`src/rtl/hazard_flush_ctrl_if.sv`:
```
`default_nettype none
// ============================================================================
// Module      : hazard_flush_ctrl_if
// Description : Pipeline-side hazard inputs and freeze/flush control outputs.
// Revision    : 1.0 - initial release
// ============================================================================
interface hazard_flush_ctrl_if #(
    parameter int CNT_W = 16
);
    logic [4:0]       id_src1;
    logic [4:0]       id_src2;
    logic             id_two_src;
    logic [4:0]       exe_dest;
    logic             exe_wb_en;
    logic             exe_mem_r_en;
    logic [4:0]       mem_dest;
    logic             mem_wb_en;
    logic             br_taken;
    logic             mem_req;
    logic             sram_ready;
    logic             freeze_front;
    logic             if_id_flush;
    logic             id_ex_flush;
    logic             id_ex_freeze;
    logic             exe_mem_freeze;
    logic             mem_wb_flush;
    logic             sram_timeout;
    logic [CNT_W-1:0] stall_cycles;
    logic [CNT_W-1:0] flush_count;

    // Controller side
    modport slave (
        input  id_src1, id_src2, id_two_src, exe_dest, exe_wb_en, exe_mem_r_en,
               mem_dest, mem_wb_en, br_taken, mem_req, sram_ready,
        output freeze_front, if_id_flush, id_ex_flush, id_ex_freeze,
               exe_mem_freeze, mem_wb_flush, sram_timeout, stall_cycles, flush_count
    );

    // Pipeline side
    modport master (
        output id_src1, id_src2, id_two_src, exe_dest, exe_wb_en, exe_mem_r_en,
               mem_dest, mem_wb_en, br_taken, mem_req, sram_ready,
        input  freeze_front, if_id_flush, id_ex_flush, id_ex_freeze,
               exe_mem_freeze, mem_wb_flush, sram_timeout, stall_cycles, flush_count
    );
endinterface
`default_nettype wire

```
`src/rtl/hazard_flush_ctrl.sv`:
```
`default_nettype none
// ============================================================================
// Module      : hazard_flush_ctrl
// Description : RAW/branch/SRAM-wait freeze and flush control with perf counters.
// Revision    : 1.0 - initial release
// ============================================================================
module hazard_flush_ctrl #(
    parameter int FORWARD_EN = 1,
    parameter int TIMEOUT    = 64,
    parameter int CNT_W      = 16
) (
    input  wire logic             clk,
    input  wire logic             rst,
    hazard_flush_ctrl_if.slave    bus
);

    localparam logic [7:0]       c_WAIT_LAST = 8'(TIMEOUT - 1);
    localparam logic [CNT_W-1:0] c_CNT_MAX   = {CNT_W{1'b1}};
    localparam logic             c_FWD       = (FORWARD_EN != 0);

    typedef enum logic [1:0] {
        S_IDLE    = 2'd0,
        S_WAIT    = 2'd1,
        S_RELEASE = 2'd2
    } state_t;

    state_t           r_state;
    state_t           w_state_nxt;
    logic [7:0]       r_wait_cnt;
    logic [7:0]       w_wait_cnt_nxt;
    logic             r_timeout;
    logic             w_timeout_nxt;
    logic             w_mem_busy;
    logic             w_hz_exe;
    logic             w_hz_mem;
    logic             w_raw_stall;
    logic             w_freeze_front;
    logic             w_if_id_flush;
    logic             w_id_ex_flush;
    logic             w_id_ex_freeze;
    logic             w_exe_mem_freeze;
    logic             w_mem_wb_flush;
    logic [CNT_W-1:0] r_stall_cycles;
    logic [CNT_W-1:0] r_flush_count;

    // Register 0 is hard-wired zero, so it can never carry a true dependency.
    assign w_hz_exe = bus.exe_wb_en && (bus.exe_dest != 5'd0) &&
                      ((bus.exe_dest == bus.id_src1) ||
                       (bus.id_two_src && (bus.exe_dest == bus.id_src2)));
    assign w_hz_mem = bus.mem_wb_en && (bus.mem_dest != 5'd0) &&
                      ((bus.mem_dest == bus.id_src1) ||
                       (bus.id_two_src && (bus.mem_dest == bus.id_src2)));
    assign w_raw_stall = c_FWD ? (w_hz_exe && bus.exe_mem_r_en)
                               : (w_hz_exe || w_hz_mem);

    always_comb begin
        w_state_nxt    = r_state;
        w_wait_cnt_nxt = r_wait_cnt;
        w_timeout_nxt  = r_timeout;
        w_mem_busy     = 1'b0;
        case (r_state)
            S_IDLE: begin
                w_mem_busy = bus.mem_req && !bus.sram_ready;
                if (w_mem_busy) begin
                    w_state_nxt    = S_WAIT;
                    w_wait_cnt_nxt = 8'd0;
                end
            end
            S_WAIT: begin
                // Busy holds even on the ready cycle; the release cycle follows.
                w_mem_busy = 1'b1;
                if (bus.sram_ready) begin
                    w_state_nxt    = S_RELEASE;
                    w_wait_cnt_nxt = 8'd0;
                end else if (r_wait_cnt == c_WAIT_LAST) begin
                    w_state_nxt    = S_RELEASE;
                    w_wait_cnt_nxt = 8'd0;
                    w_timeout_nxt  = 1'b1;
                end else begin
                    w_wait_cnt_nxt = r_wait_cnt + 8'd1;
                end
            end
            S_RELEASE: begin
                w_state_nxt = S_IDLE;
            end
            default: begin
                w_state_nxt    = S_IDLE;
                w_wait_cnt_nxt = 8'd0;
            end
        endcase
    end

    always_ff @(posedge clk) begin
        if (rst) begin
            r_state    <= S_IDLE;
            r_wait_cnt <= 8'd0;
            r_timeout  <= 1'b0;
        end else begin
            r_state    <= w_state_nxt;
            r_wait_cnt <= w_wait_cnt_nxt;
            r_timeout  <= w_timeout_nxt;
        end
    end

    always_comb begin
        w_freeze_front   = 1'b0;
        w_if_id_flush    = 1'b0;
        w_id_ex_flush    = 1'b0;
        w_id_ex_freeze   = 1'b0;
        w_exe_mem_freeze = 1'b0;
        w_mem_wb_flush   = 1'b0;
        if (!rst) begin
            if (w_mem_busy) begin
                // EXE is frozen, so a pending branch is seen again once busy drops.
                w_freeze_front   = 1'b1;
                w_id_ex_freeze   = 1'b1;
                w_exe_mem_freeze = 1'b1;
                w_mem_wb_flush   = 1'b1;
            end else if (bus.br_taken) begin
                w_if_id_flush = 1'b1;
                w_id_ex_flush = 1'b1;
            end else if (w_raw_stall) begin
                w_freeze_front = 1'b1;
                w_id_ex_flush  = 1'b1;
            end
        end
    end

    always_ff @(posedge clk) begin
        if (rst) begin
            r_stall_cycles <= '0;
            r_flush_count  <= '0;
        end else begin
            if (w_freeze_front && (r_stall_cycles != c_CNT_MAX)) begin
                r_stall_cycles <= r_stall_cycles + 1'b1;
            end
            if (w_if_id_flush && (r_flush_count != c_CNT_MAX)) begin
                r_flush_count <= r_flush_count + 1'b1;
            end
        end
    end

    assign bus.freeze_front   = w_freeze_front;
    assign bus.if_id_flush    = w_if_id_flush;
    assign bus.id_ex_flush    = w_id_ex_flush;
    assign bus.id_ex_freeze   = w_id_ex_freeze;
    assign bus.exe_mem_freeze = w_exe_mem_freeze;
    assign bus.mem_wb_flush   = w_mem_wb_flush;
    assign bus.sram_timeout   = r_timeout;
    assign bus.stall_cycles   = r_stall_cycles;
    assign bus.flush_count    = r_flush_count;

endmodule
`default_nettype wire
```
`src/flat_wrapper.sv`:
```
// flat-port wrapper written by rule: the top's interface ports become plain ports
module hazard_flush_ctrl_flat 
#(
    parameter int FORWARD_EN = 1,
    parameter int TIMEOUT    = 64,
    parameter int CNT_W      = 16
)
  (clk, rst, bus_id_src1, bus_id_src2, bus_id_two_src, bus_exe_dest, bus_exe_wb_en, bus_exe_mem_r_en, bus_mem_dest, bus_mem_wb_en, bus_br_taken, bus_mem_req, bus_sram_ready, bus_freeze_front, bus_if_id_flush, bus_id_ex_flush, bus_id_ex_freeze, bus_exe_mem_freeze, bus_mem_wb_flush, bus_sram_timeout, bus_stall_cycles, bus_flush_count);
  hazard_flush_ctrl_if #(.CNT_W(CNT_W)) bus_i ();
  input  wire logic clk;
  input  wire logic rst;
  input wire logic [$bits(bus_i.id_src1)-1:0] bus_id_src1;
  input wire logic [$bits(bus_i.id_src2)-1:0] bus_id_src2;
  input wire logic [$bits(bus_i.id_two_src)-1:0] bus_id_two_src;
  input wire logic [$bits(bus_i.exe_dest)-1:0] bus_exe_dest;
  input wire logic [$bits(bus_i.exe_wb_en)-1:0] bus_exe_wb_en;
  input wire logic [$bits(bus_i.exe_mem_r_en)-1:0] bus_exe_mem_r_en;
  input wire logic [$bits(bus_i.mem_dest)-1:0] bus_mem_dest;
  input wire logic [$bits(bus_i.mem_wb_en)-1:0] bus_mem_wb_en;
  input wire logic [$bits(bus_i.br_taken)-1:0] bus_br_taken;
  input wire logic [$bits(bus_i.mem_req)-1:0] bus_mem_req;
  input wire logic [$bits(bus_i.sram_ready)-1:0] bus_sram_ready;
  output wire logic [$bits(bus_i.freeze_front)-1:0] bus_freeze_front;
  output wire logic [$bits(bus_i.if_id_flush)-1:0] bus_if_id_flush;
  output wire logic [$bits(bus_i.id_ex_flush)-1:0] bus_id_ex_flush;
  output wire logic [$bits(bus_i.id_ex_freeze)-1:0] bus_id_ex_freeze;
  output wire logic [$bits(bus_i.exe_mem_freeze)-1:0] bus_exe_mem_freeze;
  output wire logic [$bits(bus_i.mem_wb_flush)-1:0] bus_mem_wb_flush;
  output wire logic [$bits(bus_i.sram_timeout)-1:0] bus_sram_timeout;
  output wire logic [$bits(bus_i.stall_cycles)-1:0] bus_stall_cycles;
  output wire logic [$bits(bus_i.flush_count)-1:0] bus_flush_count;
  assign bus_i.id_src1 = bus_id_src1;
  assign bus_i.id_src2 = bus_id_src2;
  assign bus_i.id_two_src = bus_id_two_src;
  assign bus_i.exe_dest = bus_exe_dest;
  assign bus_i.exe_wb_en = bus_exe_wb_en;
  assign bus_i.exe_mem_r_en = bus_exe_mem_r_en;
  assign bus_i.mem_dest = bus_mem_dest;
  assign bus_i.mem_wb_en = bus_mem_wb_en;
  assign bus_i.br_taken = bus_br_taken;
  assign bus_i.mem_req = bus_mem_req;
  assign bus_i.sram_ready = bus_sram_ready;
  assign bus_freeze_front = bus_i.freeze_front;
  assign bus_if_id_flush = bus_i.if_id_flush;
  assign bus_id_ex_flush = bus_i.id_ex_flush;
  assign bus_id_ex_freeze = bus_i.id_ex_freeze;
  assign bus_exe_mem_freeze = bus_i.exe_mem_freeze;
  assign bus_mem_wb_flush = bus_i.mem_wb_flush;
  assign bus_sram_timeout = bus_i.sram_timeout;
  assign bus_stall_cycles = bus_i.stall_cycles;
  assign bus_flush_count = bus_i.flush_count;
  hazard_flush_ctrl #(.FORWARD_EN(FORWARD_EN), .TIMEOUT(TIMEOUT), .CNT_W(CNT_W)) u_core (.clk(clk), .rst(rst), .bus(bus_i));
endmodule
```
`config.mk`:
```
export PLATFORM = sky130hd
export DESIGN_NAME = hazard_flush_ctrl_flat
export DESIGN_NICKNAME = d
export VERILOG_FILES = /design/src/rtl/hazard_flush_ctrl_if.sv /design/src/rtl/hazard_flush_ctrl.sv /design/src/flat_wrapper.sv
export SDC_FILE = /design/constraint.sdc
export NUM_CORES = 1
export LEC_CHECK = 0
export ABC_CLOCK_PERIOD_IN_PS = 2800
export CORE_MARGIN = 2
export CORE_UTILIZATION = 47
export DETAILED_ROUTE_END_ITERATION = 10
export GPL_ROUTABILITY_DRIVEN = 0
export PLACE_DENSITY = 0.8
export RECOVER_POWER = 100
export SYNTH_ARGS = -nofsm -noshare
export SYNTH_HDL_FRONTEND = slang
export SYNTH_SLANG_ARGS = --single-unit
export TNS_END_PERCENT = 10
```
`constraint.sdc`:
```
create_clock -name clk -period 2.8 [get_ports clk]
set_input_delay 0.56 -clock clk [delete_from_list [all_inputs] [get_ports clk]]
set_output_delay 0.56 -clock clk [all_outputs]
set_load 0.01 [all_outputs]
```
* Word-level counts from Yosys, hierarchy flattened
Cells that the tools add are included.
Operators by class: add/sub/neg operators 3, equal/unequal tests 9, mux-type cells 21, bitwise logic cells 2, reductions and logical operators 14
Operators with widths (count):
- adder 16 x 1 -> 16 bit (second input constant) | 2
- inequality test 16 bit (second input constant) | 2
- 2-to-1 mux 8 bit | 3
- case mux 8 bit (3 select lines) | 1
- 2-to-1 mux 1 bit | 12
- equality test 5 bit | 2
- adder 8 x 1 -> 8 bit (second input constant) | 1
- equality test 8 x 6 -> 1 bit (second input constant) | 1
- logical AND 1 bit | 7
- 2-to-1 mux 2 bit | 3
- nonzero test 5 bit | 1
- case mux 2 bit (2 select lines) | 1
- AND reduction 2 bit | 2
- inequality test 3 x 2 -> 1 bit (second input constant) | 1
- AND reduction 3 bit | 1
- equality test 2 x 1 -> 1 bit (second input constant) | 1
- equality test 2 bit (second input constant) | 1
- zero test 2 bit | 1
- inequality test 2 x 1 -> 1 bit (second input constant) | 1
- inverter 1 bit | 2
- case mux 1 bit (2 select lines) | 1
- zero test 1 bit | 1
- logical OR 1 bit | 1
Word-level totals: flip-flop bits (word level) 43, bits of input ports 29, output and inout bits 39

* Depth between registers and ports, before layout
Gate-level depths: netlist of run 1.
depth in word-level cells 10, depth in mapped cells 9, depth with buffers taken out 7

* Least setup slack after synthesis of run 1
No wires, ideal clock.
path kind input to output, start in bus_sram_ready, end out bus_freeze_front, arrival time 1857 ps, setup slack 383 ps, cell stages on the path 6, buffers on the path 2, path through nand2b_1 a211oi_1 o21ba_1 buf_6 buf_6 inv_1
On the way: cells in the longest elaborated chain, start to end 5
RTL lines:
- start, declared | line flat_wrapper.sv:22 | input wire logic [$bits(bus_i.sram_ready)-1:0] bus_sram_ready;
- zero test 1 bit | line hazard_flush_ctrl.sv:63 | w_mem_busy = bus.mem_req && !bus.sram_ready;
- logical AND 1 bit | line hazard_flush_ctrl.sv:63
- case mux 1 bit (2 select lines) | line hazard_flush_ctrl.sv:61 | case (r_state)
- 2-to-1 mux 1 bit | line hazard_flush_ctrl.sv:113 | if (w_mem_busy) begin
- 2-to-1 mux 1 bit | line hazard_flush_ctrl.sv:112 | if (!rst) begin
- end, declared | line flat_wrapper.sv:23 | output wire logic [$bits(bus_i.freeze_front)-1:0] bus_freeze_front;
Every way passes these cells.

* Worst setup path in the final report of run 1
start in bus_sram_ready, end out bus_if_id_flush
On the way: cells in the longest elaborated chain, start to end 5
RTL lines:
- zero test 1 bit | line hazard_flush_ctrl.sv:63
- logical AND 1 bit | line hazard_flush_ctrl.sv:63
- case mux 1 bit (2 select lines) | line hazard_flush_ctrl.sv:61
- 2-to-1 mux 1 bit | line hazard_flush_ctrl.sv:113
- 2-to-1 mux 1 bit | line hazard_flush_ctrl.sv:112
- end, declared | line flat_wrapper.sv:24 | output wire logic [$bits(bus_i.if_id_flush)-1:0] bus_if_id_flush;
Every way passes these cells.

==> results of run 1 <==
-- metal layers --
metal | GRT usage [%] | routed length, um
met3 | 4.80 | 284
met1 | 27.4 | 2400
met2 | 34.6 | 2700
met4 | 7.27 | 99
met5 | 0 | 0
-- flip-flops by register name (all words and copies together), names as in the netlist --
register,count
u_core.bus.flush_count,16
u_core.bus.sram_timeout,1
u_core.bus.stall_cycles,16
u_core.r_wait_cnt,8
u_core.r_state,2
-- power by group through the flow --
stage                     registers (mW)  clock network, mW  logic (mW)
after global placement             0.638                  0       0.137
after global routing               0.625              0.433       0.149
after CTS                          0.624              0.408       0.137
after floorplan                    0.638                  0      0.0662
after detailed placement           0.638                  0       0.139
final                              0.624              0.400       0.136
-- through the flow --
step | area, um^2 | cells
finish | 3080 | 397
global route | 3080 | 397
CTS | 3080 | 397
detailed placement | 3010 | 390
global placement | 3010 | 390
floorplan | 2280 | 269
-- cell usage after synthesis, types with 2 or more instances --
cell type	count
o41ai_1	4
a21oi_1	10
mux2_2	3
buf_6	4
clkbuf_1	4
buf_4	3
nand2_1	18
and2_1	4
nor2_1	35
nand4_1	12
or4_1	6
nor3_1	4
and4_1	2
o311ai_0	5
a32oi_1	2
o31ai_1	5
ha_1	3
or3_1	4
nor4b_1	2
nand3_1	20
nor2b_1	2
dfxtp_1	43
and3_1	4
a211oi_1	2
xnor2_1	4
inv_1	10
nor3b_1	2
o21ai_0	5
nor4_1	6
o211ai_1	2
xor2_1	27
-- layout by cell type, fill, tap and decap left out, types with 3 or more instances in the layout --
cell type,n
dfxtp_1,43
nor2_1,36
dlygate4sd3_1,34
xor2_1,27
clkdlybuf4s50_1,21
nand3_1,20
nand2_1,18
nand4_1,12
buf_4,11
inv_1,10
a21oi_1,9
or4_1,6
nor4_1,6
clkbuf_8,6
o31ai_1,5
o311ai_0,5
o21ai_0,5
xnor2_1,4
nor3_1,4
or3_1,4
and2_1,4
o41ai_1,4
and3_1,4
clkbuf_1,4
mux2_2,3
nor4b_1,3
ha_1,3
clkbuf_2,3
-- worst max-delay path by stage --
stage,cells after the start,startpoint,endpoint
finish,6,bus_sram_ready,bus_if_id_flush
CTS,7,bus_exe_dest[2],bus_freeze_front
detailed placement,7,bus_exe_dest[3],bus_freeze_front
floorplan,6,bus_sram_ready,bus_freeze_front
global placement,7,bus_exe_dest[3],bus_freeze_front
global route,6,bus_sram_ready,bus_if_id_flush
-- cell type report --
class / count / area (um^2) / share of cell area, %
inverters: 10 / 37.5 / 1.22
flip-flops and latches: 43 / 861 / 28.0
repair buffers: 79 / 721 / 23.4
clock inverters: 1 / 5.00 / 0.163
well taps: 54 / 67.6 / 2.20
multi-input cells: 204 / 1300 / 42.3
clock buffers: 6 / 82.6 / 2.69
-- worst max-delay path, delay by kind of cell --
family	cells	cell delay (ns)
buffers and inverters	3	1.13
and+or+nand+nor	2	0.36
AOI/OAI and AO/OA	1	0.11
-- kinds of logic after synthesis --
| kind of cell | after synthesis | share of synthesized area (%) |
|---|---|---|
| buffers and inverters | 22 | 5.43 |
| AO/OA/AOI/OAI | 39 | 12.0 |
| AND/OR/NAND/NOR | 127 | 29.4 |
| multiplexers | 4 | 1.92 |
| adder cells (fa/ha/maj) | 3 | 1.65 |
| XOR/XNOR | 31 | 11.9 |
| flip-flops | 43 | 37.7 |
-- timing repair --
action	CTS	global route
pin swaps	3	2
setup buffers	0	0
setup endpoints to repair	2	6
gates resized for setup	11	5
hold buffers	0	0
==> metrics.md, run 1 <==
| Metric | Value |
|---|---|
| Outcome | finished, final reports clean |
| DR vias | 2,275 |
| Synth Instances | 269 |
| Vias in the first global route | 2,063 |
| Fraction of registers with async set/reset | 0% |
| Fin util | 65.5% |
| Kind of path behind the tightest hold check | register to register |
| All-layer global routing usage | 21.2% |
| Hold_sp | u_core.bus.sram_timeout$_SDFFE_PP0P_ |
| Int Power | 0.881 mW |
| Final Setup Violations | 0 |
| P&R area growth vs syn | 34.8% |
| NetSw | 0.278 mW |
| Clock insertion delay at the later pin of the skew report | 0.30 ns |
| Max-cap violations | 0 |
| Largest net degree at the start of global routing | 29 |
| Syn avg cell area | 8.48 um^2 |
| Min setup slack post-route | 0.0597 ns |
| Worst path cell trace | clkdlybuf4s50_1 -> nand2b_1 -> a21oi_2 -> nor3b_2 -> buf_4 -> clkdlybuf4s50_1 |
| Post-Route WL | 5490 um |
| Yosys reg bits | 43 |
| Final Cycle Share | 97.9% |
| TritonRoute pass-1 iters | 4 |
| CTS Buf Count | 5 |
| Setup_tns | 0 ns |
| Worst R2R Path Depth | 8 |
| TritonCTS clock tree | built |
| Comb pwr share | 11.7% |
| Die Ht | 73.7 um |
| Power, Total | 1.16 mW |
| Avg Vias per Cell | 5.73 |
| F_max | 365 MHz |
| Yosys top cell by area | dfxtp_1 |
| Post-synth net total | 301 |
| Crit path top cell by count | clkdlybuf4s50_1 |
| Min-Delay Endpoint | u_core.bus.sram_timeout$_SDFFE_PP0P_ |
| Critical path endpoint category | output pin |
| WS Path Type | input pin to output pin |
| Ant. Diodes | 0 |
| I/O Buffers | 61 |
| Primary FF master, synth | dfxtp_1 |
| Startpoint Class | input pin |
| Clock power frac | 34.5% |
| Die W | 73.7 um |
| Reg power frac | 53.8% |
| Reg2reg end | u_core.bus.stall_cycles[11]$_SDFFE_PP0P_ |
| Max stage delay on crit path | 0.52 ns |
| WHS Path Cells | 1 |
| Worst slew pin tran | 0.582 ns |
| Initial antenna violation count | 0 |
| Reg clk slew, reported paths | 0.07 ns |
| Total gr overflow | 0 |
| Net Sw Frac | 24.0% |
| Clock sinks | 43 |
| Hold slack | 0.465 ns |
| Post-synth EDFFs | 0 |
| Initial DRC count | 130 |
| WP data arrival | 2.18 ns |
| CTS max path bufs | 2 |
| Worst slack at placement | -0.345 ns |
| Slew margin rel. | 60.8% |
| Final ANT Viol Nets | 0 |
| FF-to-FF setup slack | 0.33 ns |
| Top Ports | 68 |
| Seq/Total Area, Yosys | 37.7% |
| Worst r2r src | u_core.bus.stall_cycles[0]$_SDFFE_PP0P_ |
| HPWL after DPL | 4030 um |
| Synth area leaders | dfxtp_1 38%, xor2_1 10%, nor2_1 5.8%, nand3_1 4.4%, nand4_1 3.3% |
| Final slew viol count | 0 |
| First-pass GRT wire length | 9220 um |
| Synth cell types | 43 |
| Die ar. | 0.00543 mm^2 |
| Crit-path slowest cell | clkdlybuf4s50_1 |
| Endpoints failing hold | 0 |
| # rows | 25 |
| Final Skew | 0.0115 ns |
| Initial core utilization | 48.6% |
| Tmin final | 2.74 ns |
| Filler Cell Count | 409 |
| Final nets | 375 |
| Yosys top cell area share | 37.7% |
| WP data required | 2.24 ns |
| CTS H-tree depth | 2 |
| WL/cell | 13.8 um |
| Leak | 1.21 nW |
| Placeable Area | 0.00469 mm^2 |
| Root Buffer | clkbuf_8 |
| Pwr dens | 377 mW/mm^2 |
| CP Max Fanout | 3 |
| DRC | 0 |
| Ys Warns | 0 |
| Layout cells sized above 1 | 8.75% |
| Mapped Area | 0.00228 mm^2 |
| Peak VDD IR | 299 uV |
Note: power is estimated with default switching activity, not from simulation.
==> run 2: changes to the inputs <==
--- a/config.mk
+++ b/config.mk
@@ -12,6 +12,7 @@
 export GPL_ROUTABILITY_DRIVEN = 0
 export PLACE_DENSITY = 0.8
 export RECOVER_POWER = 100
+export SETUP_SLACK_MARGIN = 0.05
 export SYNTH_ARGS = -nofsm -noshare
 export SYNTH_HDL_FRONTEND = slang
 export SYNTH_SLANG_ARGS = --single-unit
==> metrics.md, run 2 (synthesis gave the netlist of run 1 again) <==
| Metric | Value |
|---|---|
| Clock power frac | 34.5% (about the same) |
| Worst slew pin tran | 0.597 ns (+0.0143 ns) |
| Ant. Diodes | 0 (unchanged) |
| Min-Delay Endpoint | u_core.bus.sram_timeout$_SDFFE_PP0P_ |
| Startpoint Class | input pin |
| WHS Path Cells | 1 (unchanged) |
| WS Path Type | input pin to output pin |
| HPWL after DPL | 4030 um (unchanged) |
| Endpoints failing hold | 0 (unchanged) |
| CP Max Fanout | 3 (unchanged) |
| Hold-fix buffers, CTS | 0 (unchanged) |
| DRC | 0 (unchanged) |
| Leak | 1.20 nW (-0.64%) |
| Comb pwr share | 11.7% (about the same) |
| Die W | 73.7 um (unchanged) |
| Tmin final | 2.74 ns (-0.000421 ns) |
| Final Cycle Share | 97.9% (about the same) |
| Initial core utilization | 48.6% (unchanged) |
| Initial DRC count | 146 (+12%) |
| Total gr overflow | 0 (unchanged) |
| Largest net degree at the start of global routing | 29 (unchanged) |
| FF-to-FF setup slack | 0.32 ns (about the same) |
| Filler Cell Count | 411 (+0.49%) |
| Reg clk slew, reported paths | 0.07 ns (about the same) |
| Die Ht | 73.7 um (unchanged) |
| Clock insertion delay at the later pin of the skew report | 0.30 ns (about the same) |
| Final Skew | 0.0131 ns (+0.00159 ns) |
| Hold_sp | u_core.bus.sram_timeout$_SDFFE_PP0P_ |
| Top Ports | 68 (unchanged) |
| Layout cells sized above 1 | 8.75% (unchanged) |
| Fin cells | 397 (unchanged) |
| P&R area growth vs syn | 34.7% |
| I/O Buffers | 61 (unchanged) |
| Most frequent cells in the layout | 43 x dfxtp_1, 36 x nor2_1, 34 x dlygate4sd3_1 |
| # rows | 25 (unchanged) |
| Worst R2R Path Depth | 8 (unchanged) |
| RSZ-0062 raised after global routing | true |
| Max-cap violations | 0 (unchanged) |
| Kind of path behind the tightest hold check | register to register |
| Slew margin rel. | 59.9% (-0.96 points) |
| Outcome | finished, final reports clean |
| Initial antenna violation count | 0 (unchanged) |
| Worst r2r src | u_core.bus.stall_cycles[0]$_SDFFE_PP0P_ |
| Final ANT Viol Nets | 0 (unchanged) |
| Reg2reg end | u_core.bus.stall_cycles[11]$_SDFFE_PP0P_ |
| Die ar. | 0.00543 mm^2 (unchanged) |
| TritonRoute pass-1 iters | 4 (unchanged) |
| Peak VDD IR | 300 uV (+0.14%) |
| Clock sinks | 43 (unchanged) |
| Int Power | 0.881 mW (about the same) |
| Root Buffer | clkbuf_8 |
| WP data required | 2.24 ns (about the same) |
| F_max | 365 MHz (about the same) |
| Reg power frac | 53.8% (about the same) |
| Final Setup Violations | 0 (unchanged) |
| NetSw | 0.279 mW (+0.30%) |
| First-pass GRT wire length | 9220 um (unchanged) |
| Placeable Area | 0.00469 mm^2 (unchanged) |
| CTS max path bufs | 2 (unchanged) |
| Post-Route WL | 5470 um (-0.26%) |
| All-layer global routing usage | 21.2% (unchanged) |
| Post CTS Setup Buffer Count | 0 (unchanged) |
| CTS H-tree depth | 2 (unchanged) |
| Placed cells | 390 (unchanged) |
| Final nets | 375 (unchanged) |
| Net Sw Frac | 24.0% (+0.061 points) |
| Commonest non-fill, non-tap cell in the layout | dfxtp_1 |
| Power, Total | 1.16 mW (about the same) |
| Pwr dens | 378 mW/mm^2 (+0.17%) |
| Setup_tns | 0 ns (unchanged) |
| DR vias | 2,250 (-1.1%) |
| WP data arrival | 2.18 ns (about the same) |
| Final slew viol count | 0 (unchanged) |
| Avg Vias per Cell | 5.67 (-1.1%) |
| TritonCTS clock tree | built |
| CTS Buf Count | 5 (unchanged) |
| WL/cell | 13.8 um (-0.26%) |
| Vias in the first global route | 2,063 (unchanged) |
| Critical path endpoint category | output pin |
[run 2: changes by cell type in the layout (fill, tap and decap cells not counted), sizes merged]
cell / delta
dlygate4sd2: +1
dlymetal6s2s: -1
[run 2: power by group through the flow]
stage,clock [mW],sequential [mW],combinational [mW]
6_report,0.401,0.624,0.135
5_1_grt,0.433,0.625,0.149
4_1_cts,0.408,0.624,0.137
3_5_place_dp,0,0.638,0.139
3_3_place_gp,0,0.638,0.137
2_1_floorplan,0,0.638,0.0662
[run 2: final cells by class]
cell class,instances,area [um^2],share of cell area [%]
Multi-Input combinational cell,204,1300,42.4
Sequential cell,43,861,28.0
Timing Repair Buffer,79,717,23.3
Clock buffer,6,82.6,2.69
Tap cell,54,67.6,2.20
Inverter,10,37.5,1.22
Clock inverter,1,5.00,0.163
[run 2: how the worst max path moves through the flow]
stage | to | startpoint | slack [ns]
after global routing | bus_if_id_flush | bus_sram_ready | -0.02
after CTS | bus_if_id_flush | bus_sram_ready | 0.03
after floorplan | bus_freeze_front | bus_sram_ready | 0.38
after detailed placement | bus_freeze_front | bus_exe_dest[3] | -0.35
after global placement | bus_freeze_front | bus_exe_dest[3] | -0.30
final | bus_if_id_flush | bus_sram_ready | 0.06
[run 2: layer usage]
metal	global-route usage, %	vias to the layer above	share of wire, %
met5	0	-	0
met4	7.27	0	1.9
met3	4.80	11	4.9
met2	34.6	64	49
met1	27.4	1056	44
li1	-	1119	-
[run 2: critical path: stages]
cell	delay, ns
clkdlybuf4s50_1	0.47
nand2b_1	0.20
a21oi_2	0.11
nor3b_2	0.16
buf_4	0.14
clkdlybuf4s50_1	0.52
[run 2: metrics by stage]
step	utilization, %	instance area, um^2	hold slack, ns	worst slack (ns)
3_3_place_gp	64.1	3010	0.448	-0.305
5_1_grt	65.5	3070	0.521	-0.0192
6_report	65.5	3070	0.465	0.0601
2_1_floorplan	-	2280	0.456	0.383
3_5_place_dp	64.1	3010	0.462	-0.345
4_1_cts	65.7	3080	0.479	0.0292
[run 2: repair_timing]
action / in CTS / in global routing
setup endpoints to repair: 6 / 7
endpoints found under the hold margin: 0 / 0
resized for setup: 12 / 4
pin swaps: 3 / 2
